## src/rtl/read_serializer.sv

```systemverilog
// Read-side sector serializer: emits preamble, sync bit, LSB-first data words and a CRC-16,
// one bit cell per clkenbl_read_bit, as registered read_clock/read_data pulses.
module read_serializer #(
    parameter int PREAMBLE_BITS  = 128,
    parameter int WORD_COUNT     = 257,
    parameter int POSTAMBLE_BITS = 16
) (
    input  logic        clock,
    input  logic        reset,
    input  logic        clkenbl_read_bit,
    input  logic        clkenbl_read_data,
    input  logic        clock_pulse,
    input  logic        data_pulse,
    input  logic        start,
    input  logic        abort,
    output logic        mem_rd,
    output logic [8:0]  mem_addr,
    input  logic [15:0] mem_data,
    output logic        read_clock,
    output logic        read_data,
    output logic        busy,
    output logic        done,
    output logic [2:0]  state_dbg,
    output logic        data_dbg
);

    typedef enum logic [2:0] {IDLE, ARMED, PREAMBLE, SYNC, DATA, CRC, POST} state_t;

    localparam int CNT_MAX = (PREAMBLE_BITS > POSTAMBLE_BITS) ? PREAMBLE_BITS : POSTAMBLE_BITS;
    localparam int CW = $clog2(CNT_MAX + 1);
    localparam int WW = $clog2(WORD_COUNT + 1);
    localparam logic [CW-1:0] PRE_LAST  = CW'(PREAMBLE_BITS - 1);
    localparam logic [CW-1:0] POST_LAST = CW'(POSTAMBLE_BITS - 1);
    localparam logic [WW-1:0] WORD_LAST = WW'(WORD_COUNT - 1);
    localparam logic [8:0]    ADDR_LAST = 9'(WORD_COUNT - 1);

    state_t        state, state_next;
    logic [CW-1:0] cell_cnt;
    logic [3:0]    bit_cnt;
    logic [WW-1:0] word_cnt;
    logic [15:0]   shift, prefetch, crc;
    logic          cur_bit, rd_pending, data_reg;
    logic          active, finish, last_bit, last_word, word_start, fetch_first, fetch_next;

    // Reflected form of x^16+x^15+x^2+1, fed LSB first.
    function automatic logic [15:0] crc_step(input logic [15:0] c, input logic b);
        return {1'b0, c[15:1]} ^ ({16{c[0] ^ b}} & 16'hA001);
    endfunction

    assign busy      = (state != IDLE);
    assign state_dbg = state;
    assign data_dbg  = data_reg;

    always_comb begin
        state_next  = state;
        finish      = 1'b0;
        active      = (state != IDLE) && (state != ARMED);
        last_bit    = (bit_cnt == 4'd15);
        last_word   = (word_cnt == WORD_LAST);
        fetch_first = !abort && (state == IDLE) && start;
        word_start  = !abort && clkenbl_read_bit &&
                      ((state == SYNC) || ((state == DATA) && last_bit && !last_word));
        fetch_next  = word_start && (mem_addr != ADDR_LAST);
        if (abort) begin
            state_next = IDLE;
        end else begin
            case (state)
                IDLE:     if (start) state_next = ARMED;
                ARMED:    if (clkenbl_read_bit) state_next = PREAMBLE;
                PREAMBLE: if (clkenbl_read_bit && cell_cnt == PRE_LAST) state_next = SYNC;
                SYNC:     if (clkenbl_read_bit) state_next = DATA;
                DATA:     if (clkenbl_read_bit && last_bit && last_word) state_next = CRC;
                CRC:      if (clkenbl_read_bit && last_bit) state_next = POST;
                POST: begin
                    if (clkenbl_read_bit && cell_cnt == POST_LAST) begin
                        state_next = IDLE;
                        finish     = 1'b1;
                    end
                end
                default:  state_next = IDLE;
            endcase
        end
    end

    always_ff @(posedge clock) begin
        if (reset) state <= IDLE;
        else       state <= state_next;
    end

    always_ff @(posedge clock) begin
        if (reset) begin
            mem_rd     <= 1'b0;
            mem_addr   <= 9'd0;
            read_clock <= 1'b0;
            read_data  <= 1'b0;
            done       <= 1'b0;
            cell_cnt   <= '0;
            bit_cnt    <= 4'd0;
            word_cnt   <= '0;
            shift      <= 16'd0;
            prefetch   <= 16'd0;
            crc        <= 16'd0;
            cur_bit    <= 1'b0;
            rd_pending <= 1'b0;
            data_reg   <= 1'b0;
        end else begin
            mem_rd     <= 1'b0;
            done       <= finish;
            rd_pending <= mem_rd;
            read_clock <= clock_pulse & active & !abort;
            read_data  <= data_pulse & cur_bit & active & !abort;
            // Buffer answers one cycle after the strobe, so capture on the delayed strobe.
            if (rd_pending) prefetch <= mem_data;
            if (clkenbl_read_data && active) data_reg <= cur_bit;
            if (fetch_first) begin
                mem_rd   <= 1'b1;
                mem_addr <= 9'd0;
            end
            if (fetch_next) begin
                mem_rd   <= 1'b1;
                mem_addr <= mem_addr + 9'd1;
            end
            if (abort) begin
                cur_bit <= 1'b0;
            end else if (clkenbl_read_bit) begin
                case (state)
                    ARMED: begin
                        cur_bit  <= 1'b0;
                        cell_cnt <= '0;
                    end
                    PREAMBLE: begin
                        if (cell_cnt == PRE_LAST) begin
                            cur_bit <= 1'b1;
                            crc     <= 16'd0;
                        end else begin
                            cur_bit  <= 1'b0;
                            cell_cnt <= cell_cnt + 1'b1;
                        end
                    end
                    SYNC: begin
                        cur_bit  <= prefetch[0];
                        shift    <= {1'b0, prefetch[15:1]};
                        crc      <= crc_step(crc, prefetch[0]);
                        bit_cnt  <= 4'd0;
                        word_cnt <= '0;
                    end
                    DATA: begin
                        if (last_bit && last_word) begin
                            cur_bit <= crc[0];
                            shift   <= {1'b0, crc[15:1]};
                            bit_cnt <= 4'd0;
                        end else if (last_bit) begin
                            cur_bit  <= prefetch[0];
                            shift    <= {1'b0, prefetch[15:1]};
                            crc      <= crc_step(crc, prefetch[0]);
                            bit_cnt  <= 4'd0;
                            word_cnt <= word_cnt + 1'b1;
                        end else begin
                            cur_bit <= shift[0];
                            shift   <= {1'b0, shift[15:1]};
                            crc     <= crc_step(crc, shift[0]);
                            bit_cnt <= bit_cnt + 4'd1;
                        end
                    end
                    CRC: begin
                        if (last_bit) begin
                            cur_bit  <= 1'b0;
                            cell_cnt <= '0;
                        end else begin
                            cur_bit <= shift[0];
                            shift   <= {1'b0, shift[15:1]};
                            bit_cnt <= bit_cnt + 4'd1;
                        end
                    end
                    POST: begin
                        cur_bit  <= 1'b0;
                        cell_cnt <= cell_cnt + 1'b1;
                    end
                    default: cur_bit <= 1'b0;
                endcase
            end
        end
    end

endmodule

```

## config.mk

```make
export PLATFORM = sky130hd
export DESIGN_NAME = read_serializer
export DESIGN_NICKNAME = d
export VERILOG_FILES = /design/src/rtl/read_serializer.sv
export SDC_FILE = /design/constraint.sdc
export NUM_CORES = 1
export LEC_CHECK = 0
export ABC_AREA = 1
export BUFFER_PORTS_ARGS = -buffer_cell sky130_fd_sc_hd__buf_2
export CAP_MARGIN = 30
export CORE_ASPECT_RATIO = 0.9
export CORE_UTILIZATION = 33
export CTS_BUF_LIST = sky130_fd_sc_hd__clkbuf_4
export DETAILED_ROUTE_END_ITERATION = 10
export PLACE_DENSITY = 0.51
export SLEW_MARGIN = 20
export SYNTH_ARGS = -nofsm -noshare
export SYNTH_HDL_FRONTEND = slang
export SYNTH_SLANG_ARGS = --single-unit
```

## constraint.sdc

```tcl
create_clock -name clock -period 1.6 [get_ports clock]
set_input_delay 0 -clock clock [delete_from_list [all_inputs] [get_ports clock]]
set_output_delay 0 -clock clock [all_outputs]
set_load 0.1 [all_outputs]
```

* Word level (Yosys, flattened, before mapping)
Cells that the tools add are included.
Operators by class: muxes and demuxes 36, reductions and logical operators 31, divide/modulo/power cells 0, bitwise logic cells 11, $lt $le $gt $ge 0, multiply operators 0, equality and inequality tests 25, shift-type cells 0, add/subtract/negate cells 4
Operators with widths (count):
- 16-bit one-hot mux with 3 select lines | 2
- 16-bit 2-to-1 mux | 4
- 9-bit 2-to-1 mux | 4
- 8-bit one-hot mux with 4 select lines | 1
- 15-bit by 16-bit XOR with 16-bit output | 2
- 15-bit 2-to-1 mux | 2
- 2-bit != test (second input constant) | 12
- 3-bit 2-to-1 mux | 7
- 3-bit one-hot mux with 7 select lines | 1
- 9-bit by 1-bit adder with 9-bit output (second input constant) | 2
- 9-bit one-hot mux with 2 select lines | 1
- 8-bit 2-to-1 mux | 2
- 5-bit AND reduction | 3
- 1-bit logical AND | 14
- 4-bit 2-to-1 mux | 3
- 4-bit one-hot mux with 3 select lines | 1
- 3-bit equality test (second input constant) | 3
- 9-bit equality test (second input constant) | 1
- 9-bit != test (second input constant) | 1
- 3-bit nonzero test | 3
- 8-bit by 1-bit adder with 8-bit output (second input constant) | 1
- 8-bit by 4-bit equality test with 1-bit output (second input constant) | 1
- 8-bit by 7-bit equality test with 1-bit output (second input constant) | 1
- 1-bit 2-to-1 mux | 7
- 19 further kinds | 28
Word-level totals: latch bits 0, register bits after elaboration 88, word-level logic and storage cells 122, output and inout bits 18, ROM bits 0, bits of input ports 24, memories 0, RAM bits 0

* Logic depth before layout (Yosys ltp)
Gate-level depths: netlist of the first run.
depth in word-level cells 7, depth in mapped cells 13, mapped depth without buffers 12

* Worst setup path before layout of the first run
Ideal clock, no wire load.
kind register to register, start register state[0], in the netlist state_dbg[0], end register data_reg, in the netlist data_dbg, library setup time 132 ps, period minus slack after synthesis 2643 ps, data arrival time 2511 ps, path buffers 0, stages on the path, launching flop included 11, required time 1468 ps, setup slack -1043 ps, path through dfxtp_1 > inv_1 > ha_1 > inv_1 > nor2_1 > inv_1 > nand2_1 > inv_1 > nand2_1 > nand2_1 > a21oi_1
On the way: longest elaborated chain between the ends 3, elaborated cells between the ends (all ways) 4, those cells by class eq/ne: 1; reduce/logical: 3
Ends and longest elaborated chain:
- start: declaration | RTL line 37 | state_t state, state_next;
- start signal: assignment | RTL line 87 | else state <= state_next;
- 3-bit nonzero test
- named net busy | RTL line 21 | output logic busy,
- 1-bit logical AND | RTL line 57 | active = (state != IDLE) && (state != ARMED);
- 1-bit logical AND | RTL line 114 | if (clkenbl_read_data && active) data_reg <= cur_bit;
- end signal: assignment | RTL line 114
- end: declaration | RTL line 42 | logic cur_bit, rd_pending, data_reg;
The timed path passes the listed nets, and every way through them passes these cells. A chain may end at the register's enable or synchronous reset.

* Final worst setup path of the first run
start register state[1], in the netlist state_dbg[1], end register cell_cnt[3]
On the way: longest elaborated chain between the ends 3, elaborated cells between the ends (all ways) 9, those cells by class eq/ne: 6; mux: 1; reduce/logical: 2
Ends and longest elaborated chain:
- 3-bit equality test (tied with other cells) | RTL line 126 | case (state)
- 4-bit nonzero test (no source line) / 2-bit != test (equally long branches)
- 5-bit AND reduction (no source line)
- end signal: assignment | RTL line 137 | cell_cnt <= cell_cnt + 1'b1;
- end signal: assignment | RTL line 177 | cell_cnt <= cell_cnt + 1'b1;
- end: declaration | RTL line 38 | logic [CW-1:0] cell_cnt;
Several ways; a longest one is shown, not always the timed one.

==> results of run 1 <==
-- area by class of cell --
| cell class | instances | area [um2] | area share, % |
|---|---|---|---|
| Inverter | 81 | 342 | 5.01 |
| Clock buffer | 9 | 67.6 | 0.991 |
| Timing Repair Buffer | 146 | 1270 | 18.7 |
| Multi-Input combinational cell | 510 | 3010 | 44.1 |
| Tap cell | 193 | 241 | 3.54 |
| Sequential cell | 87 | 1790 | 26.2 |
| Clock inverter | 7 | 93.8 | 1.38 |
| Timing Repair inverter | 1 | 6.26 | 0.0918 |
-- Yosys cell counts, types with 2 or more instances --
| cell type | n |
|---|---|
| nand2_4 | 5 |
| nand3b_1 | 2 |
| a21oi_4 | 2 |
| xor2_1 | 6 |
| o211ai_1 | 14 |
| a31oi_1 | 2 |
| nor2_4 | 2 |
| a21oi_1 | 67 |
| inv_2 | 6 |
| nor2_1 | 90 |
| nand2_1 | 129 |
| nand3_2 | 3 |
| o21ai_1 | 4 |
| inv_1 | 73 |
| nand2_2 | 4 |
| clkbuf_1 | 11 |
| nand3_1 | 52 |
| ha_1 | 10 |
| o21ai_0 | 71 |
| xnor2_1 | 2 |
| buf_6 | 6 |
| buf_2 | 7 |
| or2_0 | 5 |
| nor2_2 | 5 |
| nor3b_1 | 2 |
| nand4_1 | 11 |
| nor3_1 | 8 |
| dfxtp_1 | 87 |
| or2_2 | 5 |
-- state kept, by name, summed over array words and instances, names as in the netlist --
register and cells:
mem_rd 1, cell_cnt 8, crc 16, mem_addr 9, word_cnt 9, data_dbg 1
bit_cnt 4, cur_bit 1, read_data 1, read_clock 1, shift 15, rd_pending 1
state_dbg 3, prefetch 16, done 1
-- worst min-delay path, cell delays in order --
cell	delay, ns
buf_2	0.10
inv_1	0.07
nand2_2	0.06
nand3_1	0.09
nor2_2	0.05
nand4_1	0.07
a21oi_1	0.06
-- layer usage --
metal  vias to the layer above  track usage [%]  share of wire, %
met3                        11             4.67               3.3
met1                      2291             25.6                50
met4                         0             5.49               1.2
met5                         -                0                 0
li1                       2585                -                 -
met2                        79             30.3                46
-- power by group through the flow --
stage	combinational (mW)	sequential [mW]	clock, mW
after global placement	0.436	2.25	0
after detailed placement	0.438	2.25	0
after global routing	0.602	2.21	1.65
after CTS	0.508	2.21	1.54
final	0.557	2.21	1.48
after floorplan	0.240	2.30	0
-- timing repair --
item / 4_1_cts / 5_1_grt
pin swaps: 8 / 42
setup buffers: 6 / 6
cloned: 3 / 4
endpoints found under the setup margin: 52 / 65
hold buffers: 22 / 0
hold endpoints to repair: 29 / 0
resized for setup: 41 / 123
-- logic make-up (layout without fill, tap and decap cells) --
family | count (synthesis) | after routing | synth area share [%]
AND/OR/NAND/NOR | 328 | 328 | 31.6
AO/OA/AOI/OAI | 164 | 164 | 18.6
buffers and inverters | 107 | 244 | 9.61
flip-flops | 87 | 87 | 36.1
adder cells (fa/ha/maj) | 10 | 10 | 2.60
XOR/XNOR | 8 | 8 | 1.45
-- metrics by stage --
stage / hold slack, ns / std cells / utilization (%)
6_report: 0.0549 / 1034 / 48.1
3_5_place_dp: 0.225 / 979 / 40.7
2_1_floorplan: 0.112 / 704 / -
4_1_cts: 0.0129 / 1026 / 44.9
3_3_place_gp: 0.218 / 979 / 40.7
5_1_grt: 0.0635 / 1034 / 48.1
-- path summary, 6_finish.rpt --
kind | from | endpoint | slack (ns) | depth (start not counted)
min reg2reg | mem_rd | rd_pending | 0.44 | 2
max reg2reg | state_dbg[1] | cell_cnt[3] | -0.06 | 11
min | start | state_dbg[2] | 0.05 | 7
max | state_dbg[1] | cell_cnt[3] | -0.06 | 11
-- cell usage in the layout (no fill, tap or decap), types with 3 or more instances in the layout --
master         synthesis  routed
nor2_4                 2      10
or2_2                  5       5
o21ai_2                0      13
o21ai_0               71      39
inv_6                  0       3
inv_4                  1       8
nor3_1                 8       8
a21oi_1               67      54
a21oi_4                2       3
buf_2                  7      41
or2_0                  5       5
buf_12                 0       8
nor2_2                 5       8
nand4_1               11      11
clkbuf_4               0       9
dfxtp_2                0      11
nand3_2                3       6
nand2_1              129     115
buf_4                  1      55
ha_1                  10       3
buf_6                  6      15
dlygate4sd3_1          0      22
inv_2                  6       8
ha_4                   0       5
dfxtp_4                0       8
nand2_2                4      13
inv_1                 73      62
dfxtp_1               87      68
a21oi_2                0      12
o211ai_1              14      14
xor2_1                 6       6
o21ai_1                4      23
nand3_4                1       4
nand2_4                5       9
nand3_1               52      46
nor2_1                90      79
==> summary.txt, run 1 <==
slowest CP cell - dfxtp_4
library cells used by synthesis - 42
Synth area leaders - dfxtp_1 (36%), nand2_1 (10%), o21ai_0 (7.4%)
ys flop type - dfxtp_1
Clock Latency Late Sink - 0.48 ns
#FFs+latches synth - 87
layout cells sized above 1 - 32.5%
I/O Pins - 42
startpoint types - register
gp weighted congestion - 0.869
Layout area overhead - 41.4%
Setup violations, final - 8
clock-pin slew on the worst setup and hold paths - 0.14 ns
Sw Share - 28.1%
Setup WS post-layout - -0.0568 ns
CP delay by family, top - flip-flops
Overflow after GRT - 0
Initial Util - 34.0%
Critical Path Max Stage Delay - 0.42 ns
pwr dens - 623 nW/um2
TNS Setup - -0.125 ns
Reg power frac - 52.0%
NetSw - 1.19 mW
Worst Path Max Fanout - 5
Design Power - 4.24 mW
hold crit path type - in2reg
share of power burned in combinational logic - 13.1%
Fmax - 604 MHz
Worst Path Arrival - 2.07 ns
critical path type - reg2reg
Via Count - 4966
Buf/Inv on CP - 4
number of antenna violations at the first check in global routing - 0
FP Rows - 41
largest net degree at the start of global routing - 55
DP Area - 5760 um2
first-pass GRT wire length - 22.4 mm
CTS tree - built
Peak supply drop - 0.442 mV
fin crit share - 104%
HPWL after DPL - 9.16 mm
# clock sinks - 87
antenna viol nets, final - 0
syn_nets - 738
Ant. Diodes - 0
drt via density - 4.80
DR iter-0 viols - 281
Cells after Synth - 704
vias in the first global route - 4676
Routed WL - 14.1 mm
crit path cell chain - inv_4 -> ha_2 -> nand2_4 -> buf_4 -> inv_2 -> a21oi_4 -> nand2_4 -> buf_4 -> nor2_1 -> nand2_1 -> a21oi_1
DR pass1 iterations - 5
nets - 870
clk buf depth - 2
Design Area, Final - 6820 um2
RSZ-0062 raised after global routing - true
Worst Skew - 0.0298 ns
area leader, netlist - dfxtp_1
Synth top area share - 36.1%
Rel. slew slack - 66.8%
Hold Violations, Final - 0
EDFF count, synth - 0
die width - 129 um
CP endpoint kind - register
failing checks - setup timing
GRT Total Usage - 19.1%
fin. max-slew vios - 0
total core area - 14200 um2
Synth Warn # - 0
die area - 15100 um2
status - finished, violations left
filler instances - 1396
CTS HTree Levels - 3
DR DRC count - 0
FFs w/ async S/R, synth - 0%
Root Buffer - clkbuf_4
Worst-Margin Slew - 0.501 ns
Mapped Avg Cell Area - 6.85 um2
pre-CTS WS - -0.0888 ns
static leakage - 2.70 nW
die height - 117 um
Port Buffers - 41
CTS buffer count - 9
Seq/Total Area, Yosys - 36.1%
Int Pwr - 3.05 mW
clock power share - 34.9%
routed len/inst - 13.6 um
Req. time, crit path - 2.01 ns
synthesized cell area - 4820 um2
Tmin final - 1.66 ns
max_cap viols - 0
Note: power is estimated with default switching activity, not from simulation.
==> run 2, diff against run 1 <==
Settings changed: SETUP_SLACK_MARGIN from default to 0.3.
Clock period 1.6 ns to 1.5 ns, I/O delays scaled along.
==> summary.txt, run 2 (same netlist as run 1, synthesis figures left out) <==
nets - 898 (+3.2%)
clock-pin slew on the worst setup and hold paths - 0.16 ns (+0.02 ns)
Clock Latency Late Sink - 0.50 ns (+0.02 ns)
hold crit path type - in2reg
clk buf depth - 2 (unchanged)
Design Area, Final - 7220 um2 (+5.9%)
Setup violations, final - 67 (+59)
pwr dens - 597 nW/um2 (-4.0%)
Root Buffer - clkbuf_4
Worst-Margin Slew - 0.335 ns (-0.166 ns)
vias in the first global route - 4955 (+6.0%)
DP Area - 5870 um2 (+1.8%)
Peak supply drop - 0.510 mV (+15%)
CTS tree - built
Via Count - 5147 (+3.6%)
die area - 15100 um2 (unchanged)
highest-count cells in the layout ignoring fill and taps - nand2_1 (111), nor2_1 (83), buf_4 (77), dfxtp_1 (69), inv_1 (59)
Worst Path Max Fanout - 8 (+3)
Rel. slew slack - 77.5% (+11 points)
static leakage - 2.86 nW (+6.1%)
Worst Path Arrival - 2.11 ns (+0.04 ns)
Req. time, crit path - 1.91 ns (-0.10 ns)
# clock sinks - 87 (unchanged)
WHS Path Cells - 7 (unchanged)
fin. max-slew vios - 0 (unchanged)
routed len/inst - 13.6 um (-0.16%)
most common cell after layout, fill and taps aside - nand2_1
CTS buffer count - 9 (unchanged)
total core area - 14200 um2 (unchanged)
critical path type - reg2reg
CTS HTree Levels - 3 (unchanged)
RR Startpoint - bit_cnt[0]
cell depth of the worst flop-to-flop path - 8 (-3)
drt via density - 4.84 (+0.72%)
failing checks - setup timing
RSZ-0062 raised after global routing - true
DR DRC count - 0 (unchanged)
DR iter-0 viols - 230 (-18%)
number of antenna violations at the first check in global routing - 1 (+1)
Tmin final - 1.69 ns (+0.0350 ns)
Placed Cells - 992 (+1.3%)
Fmax - 591 MHz (-2.1%)
Setup WS post-layout - -0.192 ns (-0.135 ns)
gp weighted congestion - 0.874 (+0.63%)
Port Buffers - 41 (unchanged)
worst reg-to-reg setup slack - -0.19 ns (-0.13 ns)
DR pass1 iterations - 4 (-1)
I/O Pins - 42 (unchanged)
CP endpoint kind - register
final core utilization - 51.0% (+2.8 points)
die height - 117 um (unchanged)
Overflow after GRT - 0 (unchanged)
Layout area overhead - 49.8%
die width - 129 um (unchanged)
Reg-to-Reg End - word_cnt[6]
startpoint types - register
largest registers - crc: 16 flops, prefetch: 16 flops, shift: 15 flops
antenna viol nets, final - 0 (unchanged)
final cell count without fillers - 1064 (+2.9%)
Design Power - 4.31 mW (+1.6%)
HPWL after DPL - 9.50 mm (+3.7%)
hold path endpoint - state_dbg[2]
Initial Util - 34.0% (unchanged)
first-pass GRT wire length - 23.5 mm (+4.7%)
Routed WL - 14.4 mm (+2.7%)
status - finished, violations left
GRT Total Usage - 19.9% (+0.83 points)
layout cells sized above 1 - 36.9% (+4.5 points)
fin crit share - 113% (+9.2 points)
Hold Violations, Final - 0 (unchanged)
Worst Skew - 0.0341 ns (+0.00430 ns)
largest net degree at the start of global routing - 31 (-44%)
max_cap viols - 0 (unchanged)
FP Rows - 41 (unchanged)
hold_sp - start
[run 2: cell types whose count changed in the layout (fill, tap and decap cells not counted), moves of 5 or more]
cell     previous run  this run
buf_2              41        23
nand3_2             6        17
nand3_4             4         9
o21ai_1            23        18
nand3_1            46        32
buf_6              15        35
nor2_2              8         3
a21oi_1            54        46
a21oi_2            12        20
buf_4              55        77
o21ai_0            39        48
[run 2: power breakdown]
| part | leakage (nW) | internal, mW | switching, mW |
|---|---|---|---|
| combinational | 2.08 | 0.299 | 0.387 |
| sequential | 0.714 | 2.33 | 0.0233 |
| clock | 0.0697 | 0.371 | 0.902 |
[run 2: area by class of cell]
class	count	area, um2
inverters	81	337
fillers	1409	6940
clock buffers	10	75.1
well taps	193	241
repair inverters	1	6.26
diodes	2	5.00
clock inverters	6	42.5
multi-input cells	513	3170
flip-flops and latches	87	1790
repair buffers	171	1560
[run 2: repair_timing]
item                                   in CTS  in global routing
endpoints found under the hold margin      29                  0
setup endpoints to repair                  88                 84
resized for setup                         124                 89
gates cloned                                3                  2
hold buffers                               23                  0
pin swaps                                  25                 22
setup buffers                              16                 10
[run 2: per-stage QoR]
stage / setup TNS (ns) / hold slack (ns) / worst slack [ns]
finish: -7.14 / 0.0560 / -0.192
detailed placement: -8.79 / 0.226 / -0.236
global route: -12.87 / 0.0495 / -0.281
global placement: -7.15 / 0.217 / -0.191
CTS: -6.90 / 0.0210 / -0.233
floorplan: -9.91 / 0.112 / -0.327
[run 2: how the worst max path moves through the flow]
stage	slack [ns]	cells past startpoint	startpoint	end
6_report	-0.19	8	bit_cnt[0]	word_cnt[6]
2_1_floorplan	-0.33	10	state_dbg[0]	data_dbg
4_1_cts	-0.23	8	state_dbg[1]	busy
5_1_grt	-0.28	8	bit_cnt[0]	word_cnt[6]
3_5_place_dp	-0.24	9	state_dbg[0]	crc[10]
3_3_place_gp	-0.19	8	bit_cnt[0]	crc[1]
[run 2: worst max-delay path, cell delays in order (launching register included)]
cell,delay (ns)
dfxtp_2,0.39
ha_4,0.15
nand3_4,0.09
buf_6,0.15
nor2_4,0.17
nand2_8,0.10
a21oi_4,0.31
nand3_2,0.12
a21oi_2,0.13
[run 2: layer usage]
layer  part of all wire (%)  GRT usage (%)
met5                      0              0
met4                    1.4           6.75
met3                    3.3           4.63
met2                     47           33.3
met1                     48           25.2
==> run 3, diff against run 2 <==
Settings changed: CELL_PAD_IN_SITES_DETAIL_PLACEMENT from default to 1, CELL_PAD_IN_SITES_GLOBAL_PLACEMENT from default to 2, CORE_UTILIZATION 33 to 31, PLACE_DENSITY 0.51 to 0.77.
==> summary.txt, run 3 (same netlist as run 1, synthesis figures left out) <==
status - finished, violations left
failing checks - setup timing
Most common cell on crit path - nor2_4
FP Rows - 42 (+2.4%)
filler instances - 1810 (+28%)
highest-count cells in the layout ignoring fill and taps - nand2_1 (104), buf_4 (74), dfxtp_1 (69), nor2_1 (68), inv_1 (57)
DR iter-0 viols - 208 (-9.6%)
Layout area overhead - 59.1%
die height - 120 um (+3.1%)
RR Startpoint - state_dbg[1]
CP delay by family, top - simple AND/OR/NAND/NOR gates
CTS HTree Levels - 3 (unchanged)
CTS tree - built
Reg-to-Reg End - shift[12]
vias in the first global route - 5788 (+17%)
largest net degree at the start of global routing - 37 (+19%)
Setup violations, final - 68 (+1.5%)
cell depth of the worst flop-to-flop path - 11 (+3)
Critical Path Max Stage Delay - 0.39 ns (about the same)
Routed WL - 18.2 mm (+26%)
DP Area - 5900 um2 (+0.49%)
worst reg-to-reg setup slack - -0.26 ns (-0.07 ns)
Initial Util - 32.3% (-1.7 points)
nets - 902 (+0.45%)
crit path launch - state_dbg[1]
Worst Path Max Fanout - 8 (unchanged)
fin. max-slew vios - 0 (unchanged)
die width - 133 um (+3.1%)
static leakage - 2.97 nW (+3.7%)
TNS Setup - -10.45 ns (-3.31 ns)
clk buf depth - 2 (unchanged)
clock-pin slew on the worst setup and hold paths - 0.14 ns (-0.02 ns)
pwr dens - 613 nW/um2 (+2.6%)
Port Buffers - 41 (unchanged)
Setup WS post-layout - -0.262 ns (-0.0701 ns)
Fmax - 568 MHz (-4.0%)
slowest CP cell - dfxtp_4
DR pass1 iterations - 4 (unchanged)
crit path cell chain - inv_4 -> ha_4 -> buf_12 -> nand2_8 -> nand2_8 -> nor2_4 -> nor2_4 -> inv_4 -> buf_12 -> nor2_4 -> a21oi_1
Tmin final - 1.76 ns (+0.0701 ns)
Clock Latency Late Sink - 0.50 ns (about the same)
die area - 16100 um2 (+6.3%)
GRT Total Usage - 23.3% (+3.4 points)
Overflow after GRT - 0 (unchanged)
Worst Skew - 0.0298 ns (-0.00431 ns)
Design Area, Final - 7670 um2 (+6.2%)
startpoint types - register
gp weighted congestion - 0.817 (-6.5%)
CP endpoint kind - register
RSZ-0062 raised after global routing - true
layout cells sized above 1 - 42.3% (+5.4 points)
hold_sp - start
I/O Pins - 42 (unchanged)
Req. time, crit path - 1.88 ns (-0.03 ns)
WHS Path Cells - 7 (unchanged)
critical path type - reg2reg
DR DRC count - 0 (unchanged)
HPWL after DPL - 11.2 mm (+18%)
Rel. slew slack - 73.2% (-4.3 points)
CTS buffer count - 9 (unchanged)
most common cell after layout, fill and taps aside - nand2_1
Placed Cells - 1000 (+0.81%)
Via Count - 5349 (+3.9%)
final cell count without fillers - 1072 (+0.75%)
antenna viol nets, final - 0 (unchanged)
first-pass GRT wire length - 29.4 mm (+25%)
Peak supply drop - 0.439 mV (-14%)
largest registers - crc: 16 flops, prefetch: 16 flops, shift: 15 flops
# clock sinks - 87 (unchanged)
Worst Path Arrival - 2.14 ns (+0.03 ns)
total core area - 14900 um2 (+5.4%)
Root Buffer - clkbuf_4
routed len/inst - 17.0 um (+25%)
number of antenna violations at the first check in global routing - 1 (unchanged)
Hold Violations, Final - 0 (unchanged)
hold path endpoint - state_dbg[2]
hold crit path type - in2reg
max_cap viols - 0 (unchanged)
Worst-Margin Slew - 0.400 ns (+0.0646 ns)
drt via density - 4.99 (+3.1%)
Buf/Inv on CP - 4 (+3)
fin crit share - 117% (+4.7 points)
run 3: cell types whose count changed in the layout (fill, tap and decap cells not counted), moves of 7 or more:
cell     previous run  this run
nor2_1             83        68
nor2_4             11        24
o21ai_0            48        35
a21oi_1            46        37
a21oi_2            20        29
o21ai_4             0         8
nand2_1           111       104
o21ai_2             9        16
run 3: layer usage:
metal  vias up  share of wire (%)  track usage, %
li1       2649                  -               -
met1      2605                 44            28.1
met2        72                 51            42.2
met3        23                4.0            3.86
met4         0                1.5            7.03
met5         -                  0               0
run 3: layout make-up:
class / count / area [um2] / share of cell area [%]
inverters: 81 / 335 / 4.37
clock buffers: 9 / 67.6 / 0.881
repair buffers: 177 / 1680 / 21.9
diodes: 2 / 5.00 / 0.0653
clock inverters: 6 / 86.3 / 1.13
multi-input cells: 511 / 3450 / 45.1
flip-flops and latches: 87 / 1780 / 23.3
repair inverters: 1 / 8.76 / 0.114
well taps: 198 / 248 / 3.23
run 3: through the flow:
| stage | total power [mW] | hold WS, ns | worst slack [ns] | utilization (%) |
|---|---|---|---|---|
| 2_1_floorplan | 2.71 | 0.112 | -0.327 | - |
| 3_3_place_gp | 2.89 | 0.219 | -0.175 | 39.5 |
| 3_5_place_dp | 2.90 | 0.229 | -0.198 | 39.5 |
| 5_1_grt | 4.88 | 0.110 | -0.316 | 51.4 |
| 4_1_cts | 4.70 | 0.0399 | -0.235 | 49.0 |
| 6_report | 4.70 | 0.0959 | -0.262 | 51.4 |
run 3: repair_timing:
| action | in CTS | in global routing |
|---|---|---|
| pin swaps | 54 | 23 |
| setup endpoints to repair | 88 | 81 |
| gates resized for setup | 242 | 67 |
| setup buffers | 17 | 10 |
| endpoints found under the hold margin | 34 | 0 |
| hold buffers | 24 | 0 |
| gates cloned | 4 | 0 |
run 3: worst max-delay path by stage:
| stage | to | slack, ns | cells past startpoint |
|---|---|---|---|
| floorplan | data_dbg | -0.33 | 10 |
| global placement | crc[14] | -0.17 | 11 |
| detailed placement | shift[1] | -0.20 | 8 |
| CTS | busy | -0.24 | 8 |
| global route | shift[13] | -0.32 | 11 |
| finish | shift[12] | -0.26 | 11 |
run 3: worst reg2reg max path, stage by stage (launching register included):
cell,delay (ns)
dfxtp_4,0.39
inv_4,0.07
ha_4,0.16
buf_12,0.11
nand2_8,0.07
nand2_8,0.10
nor2_4,0.04
nor2_4,0.26
inv_4,0.11
buf_12,0.18
nor2_4,0.09
a21oi_1,0.07
run 3: power by group:
group / switching (mW) / internal, mW
Sequential: 0.0238 / 2.33
Combinational: 0.447 / 0.332
Clock: 0.901 / 0.664
